===== src/rtl/keypad_control_if.sv =====
// Keypad decoder to keypad_control link: decoded key in, menu selections and edit status out.
interface keypad_control_if;
  logic       kphit;
  logic [3:0] buttonNum;
  logic [2:0] freqSelect;
  logic [2:0] lowpassSelect;
  logic [2:0] highpassSelect;
  logic [1:0] editMode;
  logic [2:0] editValue;
  logic       keyEvent;
  logic       keyErr;

  modport master (
    output kphit, buttonNum,
    input  freqSelect, lowpassSelect, highpassSelect, editMode, editValue, keyEvent, keyErr
  );
  modport slave (
    input  kphit, buttonNum,
    output freqSelect, lowpassSelect, highpassSelect, editMode, editValue, keyEvent, keyErr
  );
endinterface


===== src/rtl/keypad_control.sv =====
// Debounces decoded keypad hits into one event per press and runs the select-register menu.
module keypad_control #(
  parameter int DEBOUNCE_CYCLES = 960,
  parameter int TIMEOUT_CYCLES  = 240000
) (
  input  logic           clk_48,
  input  logic           reset_n,
  keypad_control_if.slave kp
);
  localparam int DW = $clog2(DEBOUNCE_CYCLES + 1);
  localparam int TW = $clog2(TIMEOUT_CYCLES + 1);
  localparam logic [DW-1:0] DB_MAX  = DW'(DEBOUNCE_CYCLES);
  localparam logic [TW-1:0] TO_LAST = TW'(TIMEOUT_CYCLES - 1);

  typedef enum logic [1:0] {UP, PRESS_WAIT, DOWN, REL_WAIT} db_state_t;
  typedef enum logic [1:0] {IDLE = 2'd0, SEL_FREQ = 2'd1, SEL_LP = 2'd2, SEL_HP = 2'd3} menu_state_t;

  logic [1:0]    hit_sync;
  logic [3:0]    btn_s1, btn_s2;
  logic          hit;
  db_state_t     db_st, db_nxt;
  logic [DW-1:0] db_cnt, db_cnt_nxt;
  logic [3:0]    cap, cap_nxt;
  logic          key_event, ev_nxt;

  menu_state_t   m_st, m_nxt;
  logic [2:0]    freq, lp, hp, freq_nxt, lp_nxt, hp_nxt;
  logic [TW-1:0] to_cnt, to_nxt;
  logic [2:0]    cur_val;
  logic          wr, err;
  logic [2:0]    wr_val;

  assign hit = hit_sync[1];

  always_ff @(posedge clk_48 or negedge reset_n) begin
    if (!reset_n) begin
      hit_sync  <= '0;
      btn_s1    <= '0;
      btn_s2    <= '0;
      db_st     <= UP;
      db_cnt    <= '0;
      cap       <= '0;
      key_event <= 1'b0;
    end else begin
      hit_sync  <= {hit_sync[0], kp.kphit};
      btn_s1    <= kp.buttonNum;
      btn_s2    <= btn_s1;
      db_st     <= db_nxt;
      db_cnt    <= db_cnt_nxt;
      cap       <= cap_nxt;
      key_event <= ev_nxt;
    end
  end

  // Count reaching the limit wins over the current sample: the key already had its stable cycles.
  always_comb begin
    db_nxt     = db_st;
    db_cnt_nxt = db_cnt;
    cap_nxt    = cap;
    ev_nxt     = 1'b0;
    case (db_st)
      UP: if (hit) begin
        db_nxt     = PRESS_WAIT;
        cap_nxt    = btn_s2;
        db_cnt_nxt = DW'(1);
      end
      PRESS_WAIT: begin
        if (db_cnt == DB_MAX) begin
          db_nxt = DOWN;
          ev_nxt = 1'b1;
        end else if (!hit) begin
          db_nxt = UP;
        end else if (btn_s2 != cap) begin
          cap_nxt    = btn_s2;
          db_cnt_nxt = DW'(1);
        end else begin
          db_cnt_nxt = db_cnt + DW'(1);
        end
      end
      DOWN: if (!hit) begin
        db_nxt     = REL_WAIT;
        db_cnt_nxt = DW'(1);
      end
      REL_WAIT: begin
        if (hit)                  db_nxt = DOWN;
        else if (db_cnt == DB_MAX) db_nxt = UP;
        else                      db_cnt_nxt = db_cnt + DW'(1);
      end
      default: db_nxt = UP;
    endcase
  end

  always_ff @(posedge clk_48 or negedge reset_n) begin
    if (!reset_n) begin
      m_st   <= IDLE;
      freq   <= '0;
      lp     <= '0;
      hp     <= '0;
      to_cnt <= '0;
    end else begin
      m_st   <= m_nxt;
      freq   <= freq_nxt;
      lp     <= lp_nxt;
      hp     <= hp_nxt;
      to_cnt <= to_nxt;
    end
  end

  always_comb begin
    case (m_st)
      SEL_FREQ: cur_val = freq;
      SEL_LP:   cur_val = lp;
      SEL_HP:   cur_val = hp;
      default:  cur_val = 3'd0;
    endcase
  end

  // A key event always clears the idle counter, so it pre-empts a same-cycle timeout.
  always_comb begin
    m_nxt    = m_st;
    to_nxt   = '0;
    wr       = 1'b0;
    wr_val   = cur_val;
    err      = 1'b0;
    freq_nxt = freq;
    lp_nxt   = lp;
    hp_nxt   = hp;
    if (key_event) begin
      if (m_st == IDLE) begin
        case (cap)
          4'd10:   m_nxt = SEL_FREQ;
          4'd11:   m_nxt = SEL_LP;
          4'd12:   m_nxt = SEL_HP;
          default: m_nxt = IDLE;
        endcase
      end else begin
        case (cap)
          4'd8, 4'd9:          err   = 1'b1;
          4'd10:               m_nxt = SEL_FREQ;
          4'd11:               m_nxt = SEL_LP;
          4'd12:               m_nxt = SEL_HP;
          4'd13, 4'd14:        m_nxt = IDLE;
          4'd15: begin
            wr     = 1'b1;
            wr_val = cur_val + 3'd1;
          end
          default: begin
            wr     = 1'b1;
            wr_val = cap[2:0];
            m_nxt  = IDLE;
          end
        endcase
      end
    end else if (m_st != IDLE) begin
      if (to_cnt == TO_LAST) m_nxt = IDLE;
      else                   to_nxt = to_cnt + TW'(1);
    end
    if (wr) begin
      case (m_st)
        SEL_FREQ: freq_nxt = wr_val;
        SEL_LP:   lp_nxt   = wr_val;
        SEL_HP:   hp_nxt   = wr_val;
        default:  ;
      endcase
    end
  end

  assign kp.freqSelect     = freq;
  assign kp.lowpassSelect  = lp;
  assign kp.highpassSelect = hp;
  assign kp.editMode       = m_st;
  assign kp.editValue      = cur_val;
  assign kp.keyEvent       = key_event;
  assign kp.keyErr         = err;
endmodule


===== src/flat_wrapper.sv =====
// flat-port wrapper written by rule: the top's interface ports become plain ports
module keypad_control_flat 
#(
  parameter int DEBOUNCE_CYCLES = 960,
  parameter int TIMEOUT_CYCLES  = 240000
)
  (clk_48, reset_n, kp_kphit, kp_buttonNum, kp_freqSelect, kp_lowpassSelect, kp_highpassSelect, kp_editMode, kp_editValue, kp_keyEvent, kp_keyErr);
  keypad_control_if kp_i ();
  input  logic clk_48;
  input  logic reset_n;
  input wire logic [$bits(kp_i.kphit)-1:0] kp_kphit;
  input wire logic [$bits(kp_i.buttonNum)-1:0] kp_buttonNum;
  output wire logic [$bits(kp_i.freqSelect)-1:0] kp_freqSelect;
  output wire logic [$bits(kp_i.lowpassSelect)-1:0] kp_lowpassSelect;
  output wire logic [$bits(kp_i.highpassSelect)-1:0] kp_highpassSelect;
  output wire logic [$bits(kp_i.editMode)-1:0] kp_editMode;
  output wire logic [$bits(kp_i.editValue)-1:0] kp_editValue;
  output wire logic [$bits(kp_i.keyEvent)-1:0] kp_keyEvent;
  output wire logic [$bits(kp_i.keyErr)-1:0] kp_keyErr;
  assign kp_i.kphit = kp_kphit;
  assign kp_i.buttonNum = kp_buttonNum;
  assign kp_freqSelect = kp_i.freqSelect;
  assign kp_lowpassSelect = kp_i.lowpassSelect;
  assign kp_highpassSelect = kp_i.highpassSelect;
  assign kp_editMode = kp_i.editMode;
  assign kp_editValue = kp_i.editValue;
  assign kp_keyEvent = kp_i.keyEvent;
  assign kp_keyErr = kp_i.keyErr;
  keypad_control #(.DEBOUNCE_CYCLES(DEBOUNCE_CYCLES), .TIMEOUT_CYCLES(TIMEOUT_CYCLES)) u_core (.clk_48(clk_48), .reset_n(reset_n), .kp(kp_i));
endmodule

===== config.mk =====
export PLATFORM = sky130hd
export DESIGN_NAME = keypad_control_flat
export DESIGN_NICKNAME = d
export VERILOG_FILES = /design/src/rtl/keypad_control_if.sv /design/src/rtl/keypad_control.sv /design/src/flat_wrapper.sv
export SDC_FILE = /design/constraint.sdc
export NUM_CORES = 1
export LEC_CHECK = 0
export CAP_MARGIN = 40
export CORE_MARGIN = 3
export CORE_UTILIZATION = 52
export DETAILED_ROUTE_END_ITERATION = 7
export PLACE_DENSITY = 0.75
export SKIP_CTS_REPAIR_TIMING = 1
export SYNTH_ARGS = -nofsm -noshare
export SYNTH_HDL_FRONTEND = slang
export SYNTH_SLANG_ARGS = --single-unit
export TNS_END_PERCENT = 1

===== constraint.sdc =====
create_clock -name clk_48 -period 1.7 [get_ports clk_48]
set_input_delay 0.17 -clock clk_48 [delete_from_list [all_inputs] [get_ports clk_48]]
set_output_delay 0.17 -clock clk_48 [all_outputs]
set_load 0.02 [all_outputs]

==> flow_summary.json, run 1 <==
{
  "outcome": "finished clean",
  "grt_max_degree": 57,
  "worstPathMaxFanout": 8,
  "rsz0062_at_grt": "yes",
  "synth.distinct_cells": 52,
  "antenna-diode-count": 0,
  "gp_congestion": 0.858,
  "clock_sinks": 56,
  "numCtsBuffers": 5,
  "vdd_drop_max_mv": 0.524,
  "hp-class": "primary input to flip-flop",
  "required_ns": 1.95,
  "portBuffers": 22,
  "core_area_sq_um": 5170,
  "clk_pin_slew_worst_paths_ns": 0.10,
  "power.density_nw_per_um2": 660,
  "crit_path_start_kind": "flip-flop",
  "dp_cells": 379,
  "tightest_slew_ns": 0.354,
  "ys.flop_type": "dfrtp_1",
  "drt_pass1_iterations": 5,
  "grt_usage_pct": 19.4,
  "drive_gt1_share_pct": 21.7,
  "post-place-ws_ns": -0.00620,
  "num_vias": 2179,
  "mostFrequentLayoutCells": "54 x dfrtp_1, 29 x buf_4, 23 x nor2_1",
  "layout.cells.non_filler": 388,
  "setup_viol": 0,
  "drc": 0,
  "via_per_inst": 5.62,
  "criticalPathCategory": "flip-flop to flip-flop",
  "p_comb_share_pct": 8.1,
  "grt_pass1_vias": 2137,
  "slew_viol_final": 0,
  "row_count": 26,
  "p_int_uw": 1730,
  "fin_util_pct": 66.1,
  "drt_iter0_markers": 125,
  "cts-root-buf": "clkbuf_8",
  "p_switching_uw": 525,
  "pwr-share-seq_pct": 61.0,
  "postRouteWirelength_um": 5600,
  "max_freq_ghz": 0.589,
  "num-nets-final": 328,
  "htreeDepth": 2,
  "antenna_found_initial": 0,
  "p_leak_uw": 0.00147,
  "synth_nets": 282,
  "worstPathArrival_ns": 1.95,
  "ant_nets": 0,
  "cts_tree": "yes",
  "die-height_um": 79.4,
  "slew_headroom_pct": 76.2,
  "grt_overflow": 0,
  "initial_core_util_pct": 54.2,
  "cts_buffer_depth": 2,
  "fin_ws_ns": 0.00228,
  "io_pins": 23,
  "dieArea_sq_um": 6300,
  "synth_cells": 271,
  "area_delta_synth_final_pct": 22.1,
  "hold_violations": 0,
  "insertion_delay_ns": 0.31,
  "avgRoutedWirePerCell_um": 14.4,
  "yosysWarnings": 0,
  "yosysSeqAreaShare_pct": 50.0,
  "swShare_pct": 23.3,
  "synth_edf_count": 0,
  "ys_async_sr_fraction_pct": 100,
  "hpwlAfterDp_um": 4130,
  "clkPwrFrac_pct": 30.8,
  "stdcell_area_sq_um": 3420,
  "syn-mean-instance-area_sq_um": 10.3,
  "yosys_register_bits": 56,
  "hold-worst-slack_ns": 0.299,
  "grt_pass1_wl_um": 9670,
  "finalCritPeriodShare_pct": 99.9,
  "final_common_cell": "dfrtp_1",
  "die_w_um": 79.4,
  "cp-end-kind": "flip-flop",
  "cap_violations": 0,
  "placed_cell_area_sq_um": 3300,
  "syn_area_sq_um": 2800,
  "clock_skew_ns": 0.00732,
  "fin_crit_ns": 1.70
}
-- layer usage --
layer | up-vias | global-route usage, % | wire length [um]
li1 | 1074 | - | -
met1 | 1046 | 26.2 | 2610
met2 | 54 | 31.1 | 2700
met3 | 5 | 4.97 | 241
met4 | 0 | 5.84 | 48
met5 | - | 0 | 0
-- final cells by class --
type                            instances  area (sq um)
Timing Repair Buffer                   54           479
Inverter                                8          32.5
Fill cell                             387          1750
Sequential cell                        56          1400
Tap cell                               70          87.6
Clock inverter                          1          5.00
Clock buffer                            7          76.3
Multi-Input combinational cell        192          1340
-- registers in the layout, summed over array words and instances (netlist names) --
| register | cells |
|---|---|
| u_core.btn_s1 | 4 |
| u_core.kp.editMode | 2 |
| u_core.cap | 4 |
| u_core.hit_sync | 2 |
| u_core.kp.keyEvent | 1 |
| u_core.btn_s2 | 4 |
| u_core.kp.freqSelect | 3 |
| u_core.to_cnt | 18 |
| u_core.kp.lowpassSelect | 3 |
| u_core.kp.highpassSelect | 3 |
| u_core.db_cnt | 10 |
| u_core.db_st | 2 |
-- logic make-up (layout without fill, tap and decap cells) --
kind of cell	count (synthesis)	count (layout)	synth area share, %
multiplexers	15	15	5.76
buffers and inverters	23	70	3.53
AO/OA/AOI/OAI	52	52	12.7
adder cells (fa/ha/maj)	5	5	2.14
flip-flops	56	56	50.0
XOR/XNOR	17	17	5.32
AND/OR/NAND/NOR	103	103	20.5
-- power by group through the flow --
stage          Sequential (uW)  Combinational (uW)  Clock [uW]
2_1_floorplan             1390                 101           0
3_3_place_gp              1400                 176           0
3_5_place_dp              1400                 181           0
4_1_cts                   1380                 182         722
5_1_grt                   1380                 205         783
6_report                  1380                 183         696
-- per-stage QoR --
step	power [uW]	TNS, ns
final	2260	0
after global routing	2370	-0.802
after CTS	2280	-1.21
after detailed placement	1590	-0.00620
after global placement	1580	-0.0364
after floorplan	1490	-0.478
-- synthesized netlist by cell type, types with 2 or more instances --
master / count / share of area, %
a21oi_1: 13 / 2.3
ha_1: 4 / 1.8
a211oi_1: 2 / 0.54
mux2_2: 9 / 3.6
o21ai_0: 7 / 1.3
nor2b_1: 2 / 0.45
nor4_1: 2 / 0.45
o32ai_1: 2 / 0.63
or4_1: 3 / 0.80
clkbuf_1: 7 / 0.94
inv_1: 7 / 0.94
dfrtp_1: 56 / 50
a31oi_1: 7 / 1.6
o31ai_1: 7 / 1.9
nor2_1: 23 / 3.1
nor3_1: 4 / 0.71
nand2_1: 14 / 1.9
and2_1: 5 / 1.1
and3_1: 9 / 2.0
buf_2: 7 / 1.3
nand3_1: 14 / 2.5
xnor2_1: 9 / 2.8
mux2i_1: 6 / 2.1
nand4_1: 7 / 1.6
a32oi_1: 3 / 0.94
xor2_1: 8 / 2.5
a22oi_1: 2 / 0.54
nand3b_1: 4 / 1.1
or3_1: 5 / 1.1
-- worst paths after layout --
path / from / to / slack (ns) / cells past startpoint
setup reg to reg: u_core.kp.editMode[1] / u_core.kp.lowpassSelect[1] / 0.002 / 6
hold / removal: kp_buttonNum[0] / u_core.btn_s1[0] / 0.30 / 1
hold reg to reg: u_core.btn_s1[3] / u_core.btn_s2[3] / 0.36 / 0
max in group asynchronous: reset_n / u_core.kp.editMode[1] / 1.07 / 3
setup / recovery: u_core.kp.editMode[1] / u_core.kp.lowpassSelect[1] / 0.002 / 6
min in group asynchronous: reset_n / u_core.to_cnt[14] / 0.36 / 3
-- critical path, cell delays in order (launching register included) --
cell and delay (ns):
dfrtp_2 0.48, mux2i_1 0.24, a21oi_2 0.10, ha_1 0.29
nand3_1 0.09, a211oi_2 0.24, mux2_2 0.19
Note: power is estimated with default switching activity, not from simulation.
==> run 2, diff against run 1 <==
--- a/config.mk
+++ b/config.mk
@@ -9,6 +9,7 @@
 export CORE_MARGIN = 3
 export CORE_UTILIZATION = 52
 export DETAILED_ROUTE_END_ITERATION = 7
+export GPL_TIMING_DRIVEN = 0
 export PLACE_DENSITY = 0.75
 export SKIP_CTS_REPAIR_TIMING = 1
 export SYNTH_ARGS = -nofsm -noshare
==> constraint.sdc (replaced) <==
create_clock -name clk_48 -period 1.7 [get_ports clk_48]
set_input_delay 0.17 -clock clk_48 [delete_from_list [all_inputs] [get_ports clk_48]]
set_output_delay 0.17 -clock clk_48 [all_outputs]
set_load 0.005 [all_outputs]
==> flow_summary.json, run 2 (same netlist as run 1, synthesis figures left out) <==
{
  "largestRegisters": "u_core.to_cnt (18), u_core.db_cnt (10)",
  "worstPathMaxFanout": 8,
  "routed.top_layer": "met4",
  "dr_wl_met2_um": 2670,
  "avgRoutedWirePerCell_um": 14.0,
  "insertion_delay_ns": 0.30,
  "finalCritPeriodShare_pct": 108,
  "final_common_cell": "dfrtp_1",
  "fill_cells": 404,
  "die-height_um": 79.4,
  "initial_core_util_pct": 54.2,
  "cap_violations": 0,
  "portBuffers": 22,
  "grt_max_degree": 32,
  "hold_violations": 0,
  "violations": "negative setup slack",
  "core_area_sq_um": 5170,
  "vdd_drop_max_mv": 0.384,
  "largest_reg_flops": 18,
  "drive_gt1_share_pct": 17.8,
  "totalPowerFinal_uw": 2210,
  "hp-class": "primary input to flip-flop",
  "slew_viol_final": 0,
  "power.density_nw_per_um2": 664,
  "drc": 0,
  "cts_buffer_depth": 2,
  "setup_viol": 26,
  "p_leak_uw": 0.00138,
  "worstPathArrival_ns": 2.03,
  "gp_congestion": 0.825,
  "p_comb_share_pct": 7.8,
  "wl_met1_um": 2320,
  "area_delta_synth_final_pct": 18.8,
  "drt_iter0_markers": 131,
  "max_freq_ghz": 0.543,
  "clkPwrFrac_pct": 29.9,
  "antenna-diode-count": 0,
  "cp-end-kind": "flip-flop",
  "p_switching_uw": 495,
  "antenna_found_initial": 0,
  "grt_pass1_wl_um": 9080,
  "wl_met3_um": 193,
  "fin_crit_ns": 1.84,
  "crit_path_start_kind": "flip-flop",
  "slew_headroom_pct": 59.7,
  "slowest_stage": "o31ai_4",
  "post-place-ws_ns": -0.300,
  "io_pins": 23,
  "htreeDepth": 2,
  "rsz0062_at_grt": "yes",
  "dieArea_sq_um": 6300,
  "grt_pass1_vias": 1998,
  "pwr-share-seq_pct": 62.3,
  "clk_pin_slew_worst_paths_ns": 0.08,
  "ant_nets": 0,
  "criticalPathCategory": "flip-flop to flip-flop",
  "slowest_delay_ns": 0.46,
  "outcome": "finished, violations left",
  "crit_chain": "or3_4 -> o31ai_4 -> inv_4 -> mux2_2",
  "drt_pass1_iterations": 4,
  "required_ns": 1.89,
  "p_int_uw": 1710,
  "row_count": 26,
  "tightest_slew_ns": 0.605,
  "clock_sinks": 56,
  "clock_skew_ns": 0.0112,
  "numCtsBuffers": 5,
  "postRouteWirelength_um": 5250,
  "mostFrequentLayoutCells": "55 x dfrtp_1, 21 x nor2_1, 17 x clkdlybuf4s50_1",
  "cts_tree": "yes",
  "grt_overflow": 0,
  "num-nets-final": 315,
  "die_w_um": 79.4,
  "num_vias": 2098,
  "cts-root-buf": "clkbuf_8",
  "swShare_pct": 22.4,
  "max_flop_register": "u_core.to_cnt",
  "fin_ws_ns": -0.140,
  "via_per_inst": 5.61,
  "hpwlAfterDp_um": 3730,
  "grt_usage_pct": 18.0
}
[run 2: path summary, 6_finish.rpt]
| kind | startpoint | endpoint | slack [ns] | cells after the start |
|---|---|---|---|---|
| max | u_core.db_cnt[4] | u_core.db_cnt[0] | -0.14 | 4 |
| max reg2reg | u_core.db_cnt[4] | u_core.db_cnt[0] | -0.14 | 4 |
| max in group asynchronous | reset_n | u_core.btn_s2[0] | 0.73 | 3 |
| min in group asynchronous | reset_n | u_core.to_cnt[15] | 0.40 | 2 |
| min reg2reg | u_core.hit_sync[0] | u_core.hit_sync[1] | 0.35 | 0 |
| min | kp_kphit | u_core.hit_sync[0] | 0.30 | 1 |
[run 2: worst max-delay path: cells and delay by family (launching register included)]
family / cells / cell delay [ns]
AOI/OAI and AO/OA: 1 / 0.46
buffers and inverters: 1 / 0.10
DFF: 1 / 0.45
muxes: 1 / 0.27
and+or+nand+nor: 1 / 0.44
[run 2: final cells by class]
type / count / area [sq um] / area share, %
timing repair buffer: 27 / 278 / 8.34
multi-input combinational: 192 / 1360 / 40.7
inverter: 8 / 32.5 / 0.977
clock buffer: 6 / 72.6 / 2.18
tap: 70 / 87.6 / 2.63
buffer: 14 / 96.3 / 2.89
clock inverter: 1 / 5.00 / 0.150
sequential: 56 / 1400 / 42.1
[run 2: layer usage]
layer | GRT usage (%) | vias up
met1 | 24.1 | 1003
met2 | 30.3 | 40
li1 | - | 1049
met5 | 0 | -
met3 | 3.39 | 6
met4 | 4.64 | 0
[run 2: stage by stage]
stage / hold WS [ns] / instances / utilization [%] / instance area, sq um / TNS [ns]
after floorplan: -0.126 / 271 / - / 2810 / 0
after global placement: 0.333 / 363 / 60.3 / 3120 / -70.84
after detailed placement: 0.216 / 364 / 60.6 / 3130 / -4.93
after CTS: -0.123 / 371 / 62.1 / 3210 / -6.56
after global routing: 0.288 / 374 / 64.4 / 3330 / -4.46
final: 0.304 / 374 / 64.4 / 3330 / -1.24
[run 2: power by group through the flow]
stage	Sequential (uW)	Combinational (uW)	Clock, uW
floorplan	1390	101	0
global placement	1400	157	0
detailed placement	1400	166	0
CTS	1370	166	695
global route	1380	195	746
finish	1380	173	661
==> variant 1 (flow settings as in run 1) <==
Reset style: synchronous (`reset_n`), changed in 2 clocked blocks.
--- a/src/rtl/keypad_control.sv
+++ b/src/rtl/keypad_control.sv
@@ -32,7 +32,7 @@
 
   assign hit = hit_sync[1];
 
-  always_ff @(posedge clk_48 or negedge reset_n) begin
+  always_ff @(posedge clk_48) begin
     if (!reset_n) begin
       hit_sync  <= '0;
       btn_s1    <= '0;
@@ -90,7 +90,7 @@
     endcase
   end
 
-  always_ff @(posedge clk_48 or negedge reset_n) begin
+  always_ff @(posedge clk_48) begin
     if (!reset_n) begin
       m_st   <= IDLE;
       freq   <= '0;
Behaviour: no difference found for any inputs over 10 cycles, from zero or initial values and one cycle with reset_n low; that may be too few to reach the edited logic, so the function may still have changed.
==> variant 1 against run 1 <==
The run now ends with negative setup slack left; sequential cell count is the same; highest routed layer unchanged; largest cell class is now multi-input gates; area after synthesis shrank 2.9%; wire length grew 12%; total power grew 7.0%; final area grew 8.5%; fmax shrank 17%; worst setup slack lost 350 ps.
==> variant 1: results (changes against run 1) <==
| Metric | Value |
|---|---|
| Outcome | finished with violations |
| Failing checks | negative setup slack |
| Final TNS setup | -4260 ps (-4260 ps) |
| Worst setup endpoint | u_core.db_cnt[3] |
| WL/cell | 14.3 microns (-0.81%) |
| Hpwl dp | 4.20 mm (+1.6%) |
| Final WS setup | -347 ps (-349 ps) |
| CP startpoint | u_core.db_cnt[4] |
| Max VDD drop | 0.411 mV (-22%) |
| Synth Instances | 301 (+11%) |
| Final nets | 382 (+16%) |
| Initial antenna violation count | 0 (unchanged) |
| CTS clk-pin slew, worst paths | 100 ps (about the same) |
| Share of cells above drive strength 1 | 31.2% (+9.5 points) |
| Slowest cell on crit path | or4b_4 |
| GP Congestion | 0.825 (-3.9%) |
| Dpl cells | 425 (+12%) |
| Setup-failing EPs final | 26 (+26) |
| Post-DR vias/cell | 5.55 (-1.2%) |
| Leakage Power | 1.38 nW (-5.8%) |
| Number of fill cells | 347 (-10%) |
| Vias in the first global route | 2235 (+4.6%) |
| Post-Place Cell Area | 3360 sq um (+1.8%) |
| Worst reg2reg path depth | 7 (+1) |
| Worst Path Arrival | 2280 ps (+330 ps) |
| Worst Hold Class | register to register |
| Final non-filler cell total | 439 (+13%) |
| CP max stage delay | 570 ps (+90 ps) |
| Hold Crit Start | u_core.btn_s1[2] |
| Sequential area share after synthesis | 41.2% (-8.8 points) |
| Syn_nets | 312 (+11%) |
| DRT iter0 DRCs | 252 (+100%) |
| Dominant cells by area after synthesis | dfxtp_1, nor2_1, xnor2_4 |
| Most frequent cells after synthesis | dfxtp_1, nor2_1, nand2_1, a21oi_1, nand3_1 |
| Global-route wire length before repair | 9.58 mm (-0.92%) |
| Slew @ Worst Pin | 529 ps (+175 ps) |
| Crit Path Max Fanout | 5 (-3) |
| Setup Skew | 14.4 ps (+7.10 ps) |
| Library cells used by synthesis | 49 (-5.8%) |
| Synth async-reset ratio | 0% (-100 points) |
| Largest net degree at the start of global routing | 19 (-67%) |
## variant 1: changes by cell type in the layout (fill, tap and decap cells not counted), moves of 6 or more
cell	delta
a31oi_1	-7
and2_1	+6
buf_4	+27
dfrtp_1	-54
dfxtp_1	+49
dfxtp_2	+6
mux2_2	-9
nor2_1	+10
nor3_1	+7
o31ai_1	-6
## variant 1: power by group
part | switching, mW | internal (mW)
combinational | 0.0645 | 0.0735
clock | 0.421 | 0.520
sequential | 0.0108 | 1.32
total | 0.496 | 1.92
## variant 1: kinds of logic after synthesis
family	Yosys count	share of synthesized area, %
AND/OR/NAND/NOR	132	25.8
buffers and inverters	27	4.97
adder cells (fa/ha/maj)	4	1.84
AO/OA/AOI/OAI	49	12.1
flip-flops	56	41.2
XOR/XNOR	21	9.52
multiplexers	12	4.60
## variant 1: layout make-up
cell class                 instances  area (sq um)  share of cell area, %
tap                               67          83.8                   2.26
multi-input combinational        219          1650                   44.6
clock buffer                       7          96.3                   2.60
clock inverter                     1          30.0                  0.809
inverter                           8          30.0                  0.809
sequential                        56          1130                   30.5
timing repair buffer              81           684                   18.4
## variant 1: metal layers
metal / vias up / global-route usage, % / share of wire (%)
li1: 1198 / - / -
met1: 1151 / 22.7 / 44
met2: 80 / 33.5 / 51
met3: 6 / 4.59 / 4.3
met4: 0 / 8.92 / 1.0
met5: - / 0 / 0
## variant 1: critical path, delay by kind of cell (launching register included)
kind	cells	cell delay [ps]
DFF	1	330
buffers and inverters	3	410
AOI/OAI and AO/OA	3	660
and+or+nand+nor	1	570
## variant 1: how the worst min path moves through the flow
stage / cells past startpoint / slack (ps) / end
after CTS: 2 / 430 / u_core.btn_s1[3]
after global routing: 2 / 440 / u_core.btn_s1[2]
final: 1 / 440 / u_core.btn_s2[2]
after detailed placement: 1 / 420 / u_core.btn_s2[2]
after floorplan: 1 / 300 / u_core.btn_s1[0]
after global placement: 1 / 410 / u_core.btn_s2[2]
## variant 1: through the flow
| step | setup slack, ps | hold slack [ps] |
|---|---|---|
| after global placement | -240 | 414 |
| final | -347 | 439 |
| after CTS | -461 | 425 |
| after detailed placement | -331 | 420 |
| after floorplan | -235 | 297 |
| after global routing | -374 | 436 |
==> variant 2 (settings of run 1) <==
Made on the original files. `TIMEOUT_CYCLES` is set to 240000 in 2 places; all go to 480000.
--- a/src/rtl/keypad_control.sv
+++ b/src/rtl/keypad_control.sv
@@ -1,7 +1,7 @@
 // Debounces decoded keypad hits into one event per press and runs the select-register menu.
 module keypad_control #(
   parameter int DEBOUNCE_CYCLES = 960,
-  parameter int TIMEOUT_CYCLES  = 240000
+  parameter int TIMEOUT_CYCLES  = 480000
 ) (
   input  logic           clk_48,
   input  logic           reset_n,
--- a/src/flat_wrapper.sv
+++ b/src/flat_wrapper.sv
@@ -2,7 +2,7 @@
 module keypad_control_flat 
 #(
   parameter int DEBOUNCE_CYCLES = 960,
-  parameter int TIMEOUT_CYCLES  = 240000
+  parameter int TIMEOUT_CYCLES  = 480000
 )
   (clk_48, reset_n, kp_kphit, kp_buttonNum, kp_freqSelect, kp_lowpassSelect, kp_highpassSelect, kp_editMode, kp_editValue, kp_keyEvent, kp_keyErr);
   keypad_control_if kp_i ();
Function: same outputs for any inputs over 10 cycles, from zero or initial values and one cycle with reset_n low; that may be too few to reach the edited logic, so the function may still have changed.
==> variant 2 against run 1 <==
The run now ends with negative setup slack left; worst setup slack worse by 150 ps; global-route usage increased by 0.52 points; sequential share of layout area is 3.6 points lower; total power increased by 27%; wire length increased by 6.3%; final area up 12%; core utilization up 6.3 points; sequential cell count up 1; area after synthesis is 3.9% higher; worst hold slack worse by 19 ps; clock power rose by 80%; critical path depth unchanged; largest power group unchanged; highest routed layer unchanged.
==> variant 2: results (changes against run 1) <==
| Metric | Value |
|---|---|
| Post-synthesis mux area share | 6.58% (+0.82 points) |
| Crit Path Max Fanout | 5 (-3) |
| Met1 wire length | 2.74 mm (+5.3%) |
| Hpwl dp | 4.19 mm (+1.3%) |
| Library cells used by synthesis | 54 (+3.8%) |
| Pre-CTS setup slack | -176 ps (-170 ps) |
| Vias in the first global route | 2154 (+0.80%) |
| Worst hold slack | 279 ps (-19.2 ps) |
| GR Layer Usage met3 | 6.98% (+2.0 points) |
| XOR/XNOR share of the synthesized area | 5.72% (+0.40 points) |
| Dominant cells by area after synthesis | dfrtp_1, xor2_1, mux2_2 |
| Largest net degree at the start of global routing | 43 (-25%) |
| GR met1 Demand/Resource | 27.1% (+0.87 points) |
| Met3 routed WL | 383 microns (+59%) |
| Final nets | 348 (+6.1%) |
| Leakage Power | 1.68 nW (+15%) |
| Post-Place Cell Area | 3540 sq um (+7.4%) |
| DRT iter0 DRCs | 137 (+9.6%) |
| Synth Area in Compound Gates | 12.5% (-0.17 points) |
| CTS clk-pin slew, worst paths | 60 ps (-40 ps) |
| CTS Buf Count | 9 (+4) |
| R2r setup slk | -140 ps (-150 ps) |
| Global-route wire length before repair | 9.93 mm (+2.7%) |
| GRT Util Overall | 20.0% (+0.52 points) |
| Syn_nets | 281 (-0.35%) |
| Final WS setup | -143 ps (-146 ps) |
| Via count | 2305 (+5.8%) |
| Maximum level of the CTS H-tree | 3 (+1) |
| Worst Path Arrival | 2050 ps (+100 ps) |
| Worst R2R Start | u_core.kp.editMode[0] |
| GP Congestion | 0.876 (+2.1%) |
| Sequential area share after synthesis | 49.0% (-1.0 points) |
| WHS Endpoint | u_core.btn_s1[1] |
| IO Port Bufs | 22 (unchanged) |
| Outcome | finished with violations |
| Share of cells above drive strength 1 | 33.1% (+11 points) |
| WL met2 | 2.77 mm (+2.4%) |
| Failing checks | negative setup slack |
| Max VDD drop | 0.650 mV (+24%) |
| Worst-Skew Late Latency | 330 ps (+20 ps) |
| GR Util met2 | 30.3% (-0.77 points) |
| CP max stage delay | 440 ps (-40 ps) |
| Hold Crit Start | kp_buttonNum[1] |
| Setup-failing EPs final | 8 (+8) |
| Most frequent cells after synthesis | dfrtp_1, nand2_1, nand3_1, xor2_1 |
| Worst setup endpoint | u_core.kp.freqSelect[1] |
| Setup Skew | 11.6 ps (+4.29 ps) |
| Slew @ Worst Pin | 402 ps (+47.6 ps) |
[variant 2: final cells by class]
cell class	instances	area, sq um
well taps	70	87.6
clock inverters	3	40.0
clock buffers	12	155
repair buffers	71	602
multi-input cells	188	1460
fillers	373	1450
inverters	10	40.0
flip-flops and latches	57	1430
[variant 2: stage by stage]
step           setup TNS (ps)  total power, mW  cells
2_1_floorplan           -2580             1.52    270
3_3_place_gp             -631             1.62    395
3_5_place_dp            -1040             1.62    395
4_1_cts                 -2690             2.88    410
5_1_grt                 -1630             2.98    411
6_report                 -658             2.86    411
[variant 2: worst max-delay path, delay by kind of cell, from the launching register on]
family	cells	cell delay, ps
adder cells (fa/ha/maj)	1	220
multiplexers	2	570
AO/OA/AOI/OAI	2	440
AND/OR/NAND/NOR	1	60
flip-flops	1	440
[variant 2: report_power, final]
part	leakage [nW]	internal [mW]	switching [mW]	total, mW
combinational	0.828	0.0917	0.117	0.209
sequential	0.752	1.38	0.0185	1.40
clock	0.102	0.744	0.503	1.25
total	1.68	2.22	0.639	2.86
